File: src/rtl/mips_defs.sv
// Shared encodings for the multicycle MIPS controller: opcodes, functs,
// datapath select codes, FSM state encoding and the decode-stage lookup.
package mips_defs;

   localparam logic [5:0] OP_RTYPE = 6'h00;
   localparam logic [5:0] OP_J     = 6'h02;
   localparam logic [5:0] OP_JAL   = 6'h03;
   localparam logic [5:0] OP_BEQ   = 6'h04;
   localparam logic [5:0] OP_BNE   = 6'h05;
   localparam logic [5:0] OP_ADDI  = 6'h08;
   localparam logic [5:0] OP_ORI   = 6'h0D;
   localparam logic [5:0] OP_LUI   = 6'h0F;
   localparam logic [5:0] OP_LW    = 6'h23;
   localparam logic [5:0] OP_SW    = 6'h2B;

   localparam logic [5:0] FN_SLL  = 6'h00;
   localparam logic [5:0] FN_SRL  = 6'h02;
   localparam logic [5:0] FN_SRA  = 6'h03;
   localparam logic [5:0] FN_SLLV = 6'h04;
   localparam logic [5:0] FN_SRLV = 6'h06;
   localparam logic [5:0] FN_SRAV = 6'h07;
   localparam logic [5:0] FN_JR   = 6'h08;
   localparam logic [5:0] FN_ADD  = 6'h20;
   localparam logic [5:0] FN_SUB  = 6'h22;
   localparam logic [5:0] FN_AND  = 6'h24;
   localparam logic [5:0] FN_OR   = 6'h25;
   localparam logic [5:0] FN_SLT  = 6'h2A;

   localparam logic [3:0] ALU_ADD = 4'd0;
   localparam logic [3:0] ALU_SUB = 4'd1;
   localparam logic [3:0] ALU_AND = 4'd2;
   localparam logic [3:0] ALU_OR  = 4'd3;
   localparam logic [3:0] ALU_SLT = 4'd4;
   localparam logic [3:0] ALU_LUI = 4'd5;

   localparam logic [1:0] NPC_PC4    = 2'd0;
   localparam logic [1:0] NPC_BRANCH = 2'd1;
   localparam logic [1:0] NPC_JUMP   = 2'd2;
   localparam logic [1:0] NPC_JR     = 2'd3;

   localparam logic [1:0] RD_RT = 2'd0;
   localparam logic [1:0] RD_RD = 2'd1;
   localparam logic [1:0] RD_RA = 2'd2;

   localparam logic [1:0] M2R_ALU = 2'd0;
   localparam logic [1:0] M2R_DM  = 2'd1;
   localparam logic [1:0] M2R_PC4 = 2'd2;

   typedef enum logic [3:0] {
      S_FETCH  = 4'd0,
      S_DECODE = 4'd1,
      S_EXEC_R = 4'd2,
      S_EXEC_I = 4'd3,
      S_ADDR   = 4'd4,
      S_MEM_RD = 4'd5,
      S_MEM_WR = 4'd6,
      S_WB_ALU = 4'd7,
      S_WB_MEM = 4'd8,
      S_BRANCH = 4'd9,
      S_JUMP   = 4'd10,
      S_ERR    = 4'd11
   } state_t;

   function automatic logic r_funct_ok(input logic [5:0] funct);
      return funct inside {FN_ADD, FN_SUB, FN_AND, FN_OR, FN_SLT, FN_SLL,
                           FN_SRL, FN_SRA, FN_SLLV, FN_SRLV, FN_SRAV};
   endfunction

   // Where S_DECODE goes; unknown opcodes and R-type functs trap to S_ERR.
   function automatic state_t decode_next(input logic [5:0] op, input logic [5:0] funct);
      state_t nxt;
      case (op)
         OP_RTYPE: begin
            if (funct == FN_JR)        nxt = S_JUMP;
            else if (r_funct_ok(funct)) nxt = S_EXEC_R;
            else                        nxt = S_ERR;
         end
         OP_ADDI, OP_ORI, OP_LUI: nxt = S_EXEC_I;
         OP_LW, OP_SW:            nxt = S_ADDR;
         OP_BEQ, OP_BNE:          nxt = S_BRANCH;
         OP_J, OP_JAL:            nxt = S_JUMP;
         default:                 nxt = S_ERR;
      endcase
      return nxt;
   endfunction

endpackage

File: src/rtl/alu_decode.sv
// Combinational ALU/shifter control from the latched op/funct; used while
// executing and writing back ALU-class instructions.
import mips_defs::*;

module alu_decode (
   input  logic [5:0] op,
   input  logic [5:0] funct,
   output logic [3:0] alu_op,
   output logic       alu_asrc,
   output logic       shift_index,
   output logic       shift_dir,
   output logic       s_arith
);

   always_comb begin
      alu_op      = ALU_ADD;
      alu_asrc    = 1'b0;
      shift_index = 1'b0;
      shift_dir   = 1'b0;
      s_arith     = 1'b0;
      if (op == OP_RTYPE) begin
         case (funct)
            FN_SUB: alu_op = ALU_SUB;
            FN_AND: alu_op = ALU_AND;
            FN_OR:  alu_op = ALU_OR;
            FN_SLT: alu_op = ALU_SLT;
            // shifter result enters on ALU port A, ALU op stays ADD
            FN_SLL, FN_SRL, FN_SRA, FN_SLLV, FN_SRLV, FN_SRAV: begin
               alu_asrc    = 1'b1;
               shift_index = funct inside {FN_SLLV, FN_SRLV, FN_SRAV};
               shift_dir   = funct inside {FN_SRL, FN_SRA, FN_SRLV, FN_SRAV};
               s_arith     = funct inside {FN_SRA, FN_SRAV};
            end
            default: alu_op = ALU_ADD;
         endcase
      end else begin
         case (op)
            OP_ORI:  alu_op = ALU_OR;
            OP_LUI:  alu_op = ALU_LUI;
            default: alu_op = ALU_ADD;
         endcase
      end
   end

endmodule

File: src/rtl/multicycle_ctrl.sv
// Multicycle MIPS sequencer: drives datapath enables/selects per state and
// times out memory accesses that never complete.
//
// state    | meaning
// S_FETCH  | read instruction; on ready latch IR and PC <- PC+4
// S_DECODE | one cycle, pick path from op/funct
// S_EXEC_R | R-type ALU/shift
// S_EXEC_I | addi/ori/lui with immediate
// S_ADDR   | lw/sw address = rs + sext(imm)
// S_MEM_RD | lw data read, wait for ready
// S_MEM_WR | sw data write, wait for ready
// S_WB_ALU | write ALU result
// S_WB_MEM | write loaded data
// S_BRANCH | compare, conditional PC update
// S_JUMP   | j/jal/jr PC update
// S_ERR    | illegal opcode or memory timeout, held until reset
import mips_defs::*;

module multicycle_ctrl #(
   parameter int         MAX_WAIT    = 15,
   parameter logic [3:0] RESET_STATE = 4'd0
) (
   input  logic       clk,
   input  logic       rst,
   input  logic [5:0] op,
   input  logic [5:0] funct,
   input  logic       zero,
   input  logic       mem_ready,
   output logic       pc_write,
   output logic       ir_write,
   output logic       reg_write,
   output logic [1:0] reg_dst,
   output logic [1:0] mem_to_reg,
   output logic       mem_read,
   output logic       mem_write,
   output logic       alu_src,
   output logic       alu_asrc,
   output logic [3:0] alu_op,
   output logic       ext_op,
   output logic [1:0] npc_op,
   output logic       shift_index,
   output logic       shift_dir,
   output logic       s_arith,
   output logic       error,
   output logic [3:0] state_o
);

   localparam int WCW = $clog2(MAX_WAIT + 1);

   state_t         state_q, state_d;
   logic [WCW-1:0] wait_q, wait_d;
   logic           error_q, error_d;

   logic       waiting, wait_tc, is_rtype, br_taken;
   logic       pc_write_c, ir_write_c, reg_write_c, mem_write_c;
   logic [3:0] dec_alu_op;
   logic       dec_asrc, dec_sidx, dec_sdir, dec_sar;

   alu_decode u_alu_decode (
      .op          (op),
      .funct       (funct),
      .alu_op      (dec_alu_op),
      .alu_asrc    (dec_asrc),
      .shift_index (dec_sidx),
      .shift_dir   (dec_sdir),
      .s_arith     (dec_sar)
   );

   assign is_rtype = (op == OP_RTYPE);
   assign br_taken = ((op == OP_BEQ) & zero) | ((op == OP_BNE) & ~zero);
   assign waiting  = (state_q inside {S_FETCH, S_MEM_RD, S_MEM_WR}) & ~mem_ready;
   assign wait_tc  = (wait_q == WCW'(MAX_WAIT - 1));

   always_ff @(posedge clk or negedge rst) begin
      if (!rst) begin
         state_q <= state_t'(RESET_STATE);
         wait_q  <= '0;
         error_q <= 1'b0;
      end else begin
         state_q <= state_d;
         wait_q  <= wait_d;
         error_q <= error_d;
      end
   end

   always_comb begin
      state_d = state_q;
      case (state_q)
         S_FETCH: begin
            if (mem_ready)    state_d = S_DECODE;
            else if (wait_tc) state_d = S_ERR;
         end
         S_DECODE: state_d = decode_next(op, funct);
         S_EXEC_R: state_d = S_WB_ALU;
         S_EXEC_I: state_d = S_WB_ALU;
         S_WB_ALU: state_d = S_FETCH;
         S_ADDR:   state_d = (op == OP_LW) ? S_MEM_RD : S_MEM_WR;
         S_MEM_RD: begin
            if (mem_ready)    state_d = S_WB_MEM;
            else if (wait_tc) state_d = S_ERR;
         end
         S_MEM_WR: begin
            if (mem_ready)    state_d = S_FETCH;
            else if (wait_tc) state_d = S_ERR;
         end
         S_WB_MEM: state_d = S_FETCH;
         S_BRANCH: state_d = S_FETCH;
         S_JUMP:   state_d = S_FETCH;
         S_ERR:    state_d = S_ERR;
         default:  state_d = S_ERR;
      endcase
      wait_d  = (state_d != state_q) ? '0 : (waiting ? wait_q + 1'b1 : wait_q);
      error_d = error_q | (state_d == S_ERR);
   end

   always_comb begin
      pc_write_c  = 1'b0;
      ir_write_c  = 1'b0;
      reg_write_c = 1'b0;
      mem_write_c = 1'b0;
      mem_read    = 1'b0;
      reg_dst     = RD_RT;
      mem_to_reg  = M2R_ALU;
      alu_src     = 1'b0;
      alu_asrc    = 1'b0;
      alu_op      = ALU_ADD;
      ext_op      = 1'b0;
      npc_op      = NPC_PC4;
      shift_index = 1'b0;
      shift_dir   = 1'b0;
      s_arith     = 1'b0;
      case (state_q)
         S_FETCH: begin
            mem_read = 1'b1;
            if (mem_ready) begin
               ir_write_c = 1'b1;
               pc_write_c = 1'b1;
            end
         end
         S_EXEC_R, S_EXEC_I, S_WB_ALU: begin
            alu_op      = dec_alu_op;
            alu_asrc    = dec_asrc;
            shift_index = dec_sidx;
            shift_dir   = dec_sdir;
            s_arith     = dec_sar;
            alu_src     = ~is_rtype;
            ext_op      = (op == OP_ADDI);
            if (state_q == S_WB_ALU) begin
               reg_write_c = 1'b1;
               reg_dst     = is_rtype ? RD_RD : RD_RT;
            end
         end
         // address stays on the bus for the whole memory access
         S_ADDR, S_MEM_RD, S_MEM_WR: begin
            alu_src     = 1'b1;
            ext_op      = 1'b1;
            alu_op      = ALU_ADD;
            mem_read    = (state_q == S_MEM_RD);
            mem_write_c = (state_q == S_MEM_WR);
         end
         S_WB_MEM: begin
            reg_write_c = 1'b1;
            mem_to_reg  = M2R_DM;
         end
         S_BRANCH: begin
            alu_op = ALU_SUB;
            if (br_taken) begin
               pc_write_c = 1'b1;
               npc_op     = NPC_BRANCH;
            end
         end
         S_JUMP: begin
            pc_write_c = 1'b1;
            npc_op     = (is_rtype && funct == FN_JR) ? NPC_JR : NPC_JUMP;
            if (op == OP_JAL) begin
               reg_write_c = 1'b1;
               reg_dst     = RD_RA;
               mem_to_reg  = M2R_PC4;
            end
         end
         default: ;
      endcase
   end

   // write strobes are masked while reset is held, even in S_FETCH with ready
   assign pc_write  = pc_write_c & rst;
   assign ir_write  = ir_write_c & rst;
   assign reg_write = reg_write_c & rst;
   assign mem_write = mem_write_c & rst;
   assign error     = error_q;
   assign state_o   = state_q;

endmodule

File: config.mk
export PLATFORM = sky130hd
export DESIGN_NAME = multicycle_ctrl
export DESIGN_NICKNAME = d
export VERILOG_FILES = /design/src/rtl/mips_defs.sv /design/src/rtl/alu_decode.sv /design/src/rtl/multicycle_ctrl.sv
export SDC_FILE = /design/constraint.sdc
export NUM_CORES = 1
export LEC_CHECK = 0
export ABC_CLOCK_PERIOD_IN_PS = 3200
export CAP_MARGIN = 20
export CORE_AREA = 2 2 50 52
export CTS_CLUSTER_SIZE = 10
export DETAILED_ROUTE_END_ITERATION = 6
export DIE_AREA = 0 0 52 54
export DONT_BUFFER_PORTS = 1
export PLACE_DENSITY = 0.84
export SLEW_MARGIN = 15
export SYNTH_ARGS = -nofsm -noshare
export SYNTH_HDL_FRONTEND = slang
export SYNTH_SLANG_ARGS = --single-unit
File: constraint.sdc
create_clock -name clk -period 3.2 [get_ports clk]
set_input_delay 0.8 -clock clk [delete_from_list [all_inputs] [get_ports clk]]
set_output_delay 0.8 -clock clk [all_outputs]
set_load 0.1 [all_outputs]
==> metrics list, run 1 <==
- The run finished, with violations left.
- The final reports fail on setup timing.
- DP Wirelength: 3230 µm
- STA classifies the critical path startpoint as an input pin.
* Die area: between 2000 and 3000 µm²
* Leakage component of the power: approximately 0.69 nW
- Vias per std cell: 6.714
* Initial antenna violation count: 0
- Sequential cells were found to cover 16.81% of the synthesized design area.
* Sort of element at the end of the critical path: primary output
- Global routing met3 resource utilization: 3.611%
* Number of failing hold endpoints at the final stage: 0
* Transition time at the pin with the least slew margin: 915.5 ps
- For this block, the routed nets add up to 4282 µm of wire.
- Clock transition at the register clock pins on the worst setup and hold paths after CTS: 60 ps
- The Yosys step of the flow raised 0 warnings.
- Number of design rule violations left after detail routing: 0
- The longest clock path from root to sink contains 2 buffers.
* Via count of the routed design: 1598
- Max Cap Viol: 0
- Count of buffers inserted at the top-level ports: 0
- The worst-case IR drop observed on VDD is 0.0008456 V.
- The synthesized design devotes to its leading area cell type between 15 and 20% of total area.
- In this run the number of H-tree levels came out at 1.
- Maximum clock rate: between 300 and 400 MHz
- Clock latency on the worst-skew pair, taken at its later pin, is 250 ps.
- The region available for standard cell placement spans 2320 µm².
- Pre-CTS setup slack: approximately 21 ps
* Final Setup Violations: 1
- The synthesized design contains 9 register bits.
- In the synthesized netlist, the number of instances is 188.
- The commonest cells after synthesis are 22 x nor2_1, 14 x a21oi_1, 13 x nor3_1.
* Net total in the final layout: around 230
* Routability cong.: 0.9570
- CTS Sinks: 9
- The post-route netlist has between 30% and 40% of its cells at a drive strength greater than 1.
* Number of optimization iterations in the first detailed-route pass: 4
- The first global-routing pass estimated about 6600 µm of wire.
- In this run the worst path has a maximum fanout of 5.
* Count of cell types in the netlist: just under 60
* Iteration-0 DRC Markers: 90
- In the synthesized netlist the dominant register cell turns out to be dfrtp_1.
- Signal arrival time at the worst endpoint: 2420 ps
- In the finished design, the share of the clock period the worst path needs comes to 100.6%.
- Max_slew headroom: 38.96%
- For this design the top-level I/O count stands at 42.
* Leading area contributor after synthesis: dfrtp_1
- Required time worst endpoint: 2400 ps
- Path category of the worst min-delay check: input pin to asynchronous set/reset pin
* Wire per inst: 17.99 µm
- The cell sitting at the root of the clock tree is a clkbuf_4.
- TritonCTS clock tree: built
* Worst setup slack after layout: -17.75 ps
* Num rows: 18
* Met1 demand-to-capacity share in global routing: 36.84%
- The floorplan step set the die width to 52 µm.
- The layer flagged by global routing as most heavily used is met2.
- Number of hold-repair buffers added at the cts stage: 0
- The number of global-route vias before repair was ~1500.
* GRT met2 Usage: 55.49%
- From synthesis to final layout, the design area changed by 39.12%.
* Height of the die: 54 µm
- Number of enable-type register cells in the synthesized netlist: 0
- Fill cells: 159
* Smallest hold slack: 240.6 ps
- Category of the most critical setup path: input pin to primary output
* GR Util All Layers: 30.84%
- For this configuration, the core starts out at a cell density of 57.77%.
* Power Total: about 0.0017 W
- Dividing the synthesized area by the synthesized cell count gives 7.128 µm².
- Synthesis produced a netlist with a net count of roughly 210.
* Cell with the most instances after synthesis: nor2_1
- Counting I/O delays and the setup requirement, the final critical path takes 3218 ps.
* Skew final: 1.714 ps
- Pin count of the biggest net entering global routing: 24
* RSZ-0062 raised after global routing: yes
* Number of buffers created by CTS: 3
* Async SR Flop Fraction: 100.0%
- Top cells by area, synth: dfrtp_1 17%, nor2_1 6.2%, a21oi_1 5.2%
* Antenna Violating Nets Remaining: 0
* Number of antenna repair diodes: 0
- The count of final max-slew check failures was 0.
- For this run the aggregate overflow at the end of global routing stands at 0.
- For this design the ratio of total power to cell area is just over 900 nW/µm².
- Post-synthesis cell area: 1340 µm²
## layer usage
| metal | wire (µm) | vias up |
|---|---|---|
| met5 | 0 | - |
| met4 | 81 | 0 |
| met3 | 265 | 13 |
| met2 | 2239 | 98 |
| met1 | 1695 | 746 |
| li1 | - | 741 |
## worst paths after layout
kind                       slack (ps)                  start                     to  cells past startpoint
max                               -20                  op[4]              alu_op[0]                      7
max reg2reg                       860   state_o[2]$_DFF_PN0_  wait_q[0]$_DFFE_PN0P_                      7
min reg2reg                       590  wait_q[3]$_DFFE_PN0P_  wait_q[3]$_DFFE_PN0P_                      2
min                               240                    rst   state_o[0]$_DFF_PN0_                      0
min in group clk                  590  wait_q[3]$_DFFE_PN0P_  wait_q[3]$_DFFE_PN0P_                      2
max in group asynchronous        2880                    rst   state_o[2]$_DFF_PN0_                      0
## worst max-delay path, stage by stage
cell and delay, ps:
or4_4 540, nor3_4 260, buf_4 180, nand3_1 80, o21a_1 220, o22ai_4 130, buf_12 190
## power by group
| part | total [W] | switching, W | leakage (nW) | internal (W) |
|---|---|---|---|---|
| clock | 0.0000828 | 0.0000350 | 0.0150 | 0.0000478 |
| sequential | 0.000299 | 0.000140 | 0.108 | 0.000159 |
| combinational | 0.00130 | 0.000904 | 0.568 | 0.000401 |
## registers in the layout, indices dropped and copies added (netlist names)
signal   count
error        1
state_o      4
wait_q       4
## placed cells by master, fill, tap and decap left out, drive strengths merged, types with 3 or more instances in the layout
cell | synthesis | layout
nor2b | 3 | 3
a211oi | 3 | 3
dfrtp | 9 | 9
and2 | 4 | 4
o21ai | 11 | 11
buf | 11 | 29
o22ai | 3 | 3
clkbuf | 2 | 4
nor4 | 3 | 3
nand4 | 5 | 5
nand2b | 4 | 4
nor3 | 14 | 14
nand3 | 11 | 11
xnor2 | 6 | 6
a22oi | 3 | 3
inv | 7 | 7
o31ai | 4 | 4
nand2 | 8 | 8
a21oi | 14 | 14
nor2 | 22 | 22
## repair_timing
action / in CTS / in global routing
buffers inserted: 0 / 2
setup endpoints to repair: 0 / 3
resized for setup: 0 / 2
## cell families (layout without fill, tap and decap cells)
| logic type | after synthesis | after routing | share of synthesized area (%) |
|---|---|---|---|
| other | 1 | 1 | 0.2798 |
| AND/OR/NAND/NOR | 90 | 90 | 38.37 |
| buffers and inverters | 21 | 41 | 7.096 |
| XOR/XNOR | 6 | 6 | 4.482 |
| multiplexers | 1 | 1 | 0.7470 |
| flip-flops | 9 | 9 | 16.81 |
| adder cells (fa/ha/maj) | 3 | 3 | 2.614 |
| AO/OA/AOI/OAI | 57 | 57 | 29.60 |
## cell type report
cell class	count	area (µm²)	area share, %
Clock buffer	4	26.28	1.409
Timing Repair Buffer	29	330.3	17.72
Tap cell	30	37.54	2.013
Inverter	8	30.03	1.611
Sequential cell	9	240.2	12.89
Multi-Input combinational cell	158	1200	64.36
## metrics by stage
stage / TNS (ps) / cell area [µm²] / utilization, % / cells
finish: -17.75 / 1864 / 80.37 / 238
global route: -118.2 / 1864 / 80.37 / 238
CTS: 0 / 1839 / 79.29 / 236
detailed placement: 0 / 1813 / 78.16 / 232
global placement: 0 / 1813 / 78.16 / 232
floorplan: -2807 / 1533 / - / 188
(Power assumes the default switching activity.)
==> run 2: changes to the inputs <==
Settings changed: ABC_CLOCK_PERIOD_IN_PS 3200 to default.
==> results of run 2 <==
Same layout as run 1: the final DEF is identical, and so are final timing and power.
==> run 3: changes to the inputs <==
Settings changed: SYNTH_HIERARCHICAL from default to 1.
==> metrics list, run 3 <==
- The run finished with clean final reports.
* Num rows: 18 (unchanged)
* Synthesis-to-layout area growth: 34.18%
- Final Setup Violations: 0 (-1)
- The total routing usage reported by global routing came to 29.45% (-1.4 points).
- STA classifies the critical path startpoint as an input pin.
- Net total in the final layout: 213 (-6.2%)
- The required time at the endpoint of the critical path was 2400 ps (about the same).
- Clock latency on the worst-skew pair: 260 ps (about the same)
- DIE WIDTH: 52 µm (unchanged)
- H-Tree Level Count: 1 (unchanged)
* Power density relative to cell area: 920.2 nW/µm² (+1.7%)
- Max_slew headroom: 36.78% (-2.2 points)
* Via count of the routed design: 1474 (-7.8%)
- Top_reg_cell synth: dfrtp_1
- Skew final: 1.542 ps (-0.1719 ps)
- Largest vdd supply drop: 0.0007540 V (-11%)
* Fraction of synthesized cell area taken by the top area cell type: 16.85% (+0.047 points)
* Remaining Overflow, GRT: 0 (unchanged)
- STA classifies the critical path endpoint as a primary output.
- The cell area after layout was 1793 µm² (-3.8%).
* Number of antenna repair diodes: 0 (unchanged)
- The critical path data arrival time is 2240 ps (-180 ps).
- Leading area contributor after synthesis: dfrtp_1
* Cell with the most instances after synthesis: nand2_1
- The standard cell area after detailed placement came to 1765 µm² (-2.6%).
* Wire per inst: 17.01 µm (-5.5%)
* Height of the die: 54 µm (unchanged)
* Number of hold-repair buffers added at the cts stage: 0 (unchanged)
* Cell Count, Final, Fillers Out: 224 (-5.9%)
- The aggregate routed wire length was 3810 µm (-11%).
- The number of global-route vias before repair came to 1407 (-6.4%).
- The total met2 wirelength after detailed routing came to 1908 µm (-15%).
- Count of final max-slew check failures: 0 (unchanged)
- Count of buffers inserted at the top-level ports: 0 (unchanged)
- The residual DRC count is 0 (unchanged).
- Signal routing reaches up to met4.
* Count of cell types in the netlist: 63 (+6.8%)
- Post-synthesis cell area: 1336 µm² (-0.28%)
- The average footprint of a synthesized cell came to 7.680 µm² (+7.7%).
* Highest-count cells in the layout ignoring fill and taps: 15 x nand2_1, 14 x buf_12, 13 x nor2_1
- Sequential area share after synthesis: 16.85% (+0.047 points)
- Pint: 0.0005625 W (-7.4%)
- The post-cts resize count is 0 (unchanged).
- The total negative slack is 0 ps (+17.75 ps).
- Number of enable-type register cells in the synthesized netlist: 0 (unchanged)
- TritonCTS clock tree: built
- The average via count per standard cell was 6.580 (-2.0%).
- Fraction of power spent switching nets: 65.91% (+1.9 points)
- The cell count after synthesis was 174 (-7.4%).
* Most instantiated cells after synthesis: 15 x nand2_1, 13 x nor2_1, 9 x a21oi_1, 9 x and2_1, 9 x dfrtp_1
- Async SR Flop Fraction: 100.0% (unchanged)
- CTS Sinks: 9 (unchanged)
- The maximum number of pins on one net before global-route repair came to 21 (-13%).
- DP Wirelength: 3009 µm (-6.9%)
- Setup repair after global routing left no endpoint under its margin.
- The total clock buffers created by CTS is 3 (unchanged).
- Clk network pwr share: 5.3% (+0.4 points)
- Die area: 2808 µm² (unchanged)
- The count of fill cells added during filler insertion came to 147 (-7.5%).
- The number of instances in the placed design came to 220 (-5.2%).
- The worst setup path is of the input pin to primary output kind.
* Sw power: 0.001087 W (+0.76%)
- The first-iteration detailed-routing DRC count came to 64 (-29%).
- The maximum clock insertion buffer count came to 2 (unchanged).
- The Yosys warning count was 6 (+6).
- Combinational fraction of design power: 77.5% (about the same)
* Number of top-level design ports: 42 (unchanged)
- The initial core utilization came to 57.61% (-0.16 points).
- The worst-path maximum fanout is 8 (+3).
- Transition time at the pin with the least slew margin: 954.9 ps (+39.35 ps)
* Max Cap Viol: 0 (unchanged)
- Sequential share of power: 17.3% (-0.4 points)
- Post-CTS setup buffer count: 0 (unchanged)
* Min Tclk post-route: 3041 ps (-176.6 ps)
- The post-route clock period utilization was 95.04% (-5.5 points).
- Sorting the synthesized cells by area gives the leading types as dfrtp_1 17%, and2_1 4.2%, nand2_1 4.2%.
- Routability cong.: 0.9878 (+3.2%)
- Clk Tree Root Cell: clkbuf_4
- Met1 wire length: 1535 µm (-9.4%)
- Number of failing hold endpoints at the final stage: 0 (unchanged)
- First-pass GRT wire length: 6299 µm (-4.0%)
- The tightest min-delay check is of the input pin to asynchronous set/reset pin type.
- Fraction of final layout cells sized beyond drive strength 1: 31.44% (-3.2 points)
* Length of routed met3 wiring: 332 µm (+25%)
* Commonest non-fill, non-tap cell in the layout: nand2_1
* Maximum clock rate: 328.8 MHz (+5.8%)
* Leakage component of the power: 0.7075 nW (+2.4%)
- The initial antenna violation count is 0 (unchanged).
- The flip-flop and latch count after synthesis was 9 (unchanged).
* Number of optimization iterations in the first detailed-route pass: 4 (unchanged)
- The remaining antenna violation count was 0 (unchanged).
* Area of the core: 2320 µm² (unchanged)
- Number of nets produced by synthesis: 192 (-6.8%)
* Clock transition at the register clock pins on the worst setup and hold paths after CTS: 60 ps (about the same)
## run 3: power groups by stage
stage	sequential [W]	combinational, W	clock [W]
2_1_floorplan	0.000405	0.000896	0
3_3_place_gp	0.000284	0.00124	0
3_5_place_dp	0.000285	0.00127	0
4_1_cts	0.000283	0.00127	0.0000885
5_1_grt	0.000296	0.00135	0.0000985
6_report	0.000285	0.00128	0.0000871
## run 3: logic make-up after synthesis
family	synth area share, %
AO/OA/AOI/OAI	26.50
adder cells (fa/ha/maj)	1.872
flip-flops	16.85
AND/OR/NAND/NOR	43.92
other	0.2806
XOR/XNOR	3.278
buffers and inverters	7.303
## run 3: worst paths after layout
kind                                            start                     to  slack (ps)  cells after the start
worst max-delay path                            op[1]                 ext_op         160                      4
worst min-delay path                              rst  wait_q[1]$_DFFE_PN0P_         230                      0
worst max register to register   state_o[3]$_DFF_PN0_  wait_q[3]$_DFFE_PN0P_         800                      7
worst min register to register  wait_q[1]$_DFFE_PN0P_  wait_q[1]$_DFFE_PN0P_         590                      2
max in group asynchronous                         rst   state_o[3]$_DFF_PN0_        2890                      0
min in group clk                wait_q[1]$_DFFE_PN0P_  wait_q[1]$_DFFE_PN0P_         590                      2
## run 3: layout make-up
cell class	instances	area (µm²)	area share [%]
clock inverter	1	5.005	0.2791
inverter	8	30.03	1.675
clock buffer	3	22.52	1.256
multi-input combinational	149	1112	62.04
sequential	9	230.2	12.84
tap	30	37.54	2.094
timing repair buffer	24	355.3	19.82
## run 3: per-stage QoR
stage | worst slack (ps) | utilization [%] | power (W) | hold slack [ps]
6_report | 158.9 | 77.29 | 0.001650 | 228.4
5_1_grt | 3.828 | 77.29 | 0.001741 | 204.9
4_1_cts | 160.0 | 77.29 | 0.001643 | 222.6
3_5_place_dp | 160.1 | 76.11 | 0.001553 | 504.7
3_3_place_gp | 181.3 | 76.11 | 0.001522 | 504.7
2_1_floorplan | -440.4 | - | 0.001302 | 504.4
## run 3: critical path, stage by stage
cell and delay, ps:
or3_4 390, or4_2 640, a21oi_2 220, buf_12 190
## run 3: per-layer routing
metal	track usage (%)	vias to the layer above
met5	0	-
met4	5.702	0
met3	8.611	4
met2	52.95	86
met1	34.86	688
li1	-	696
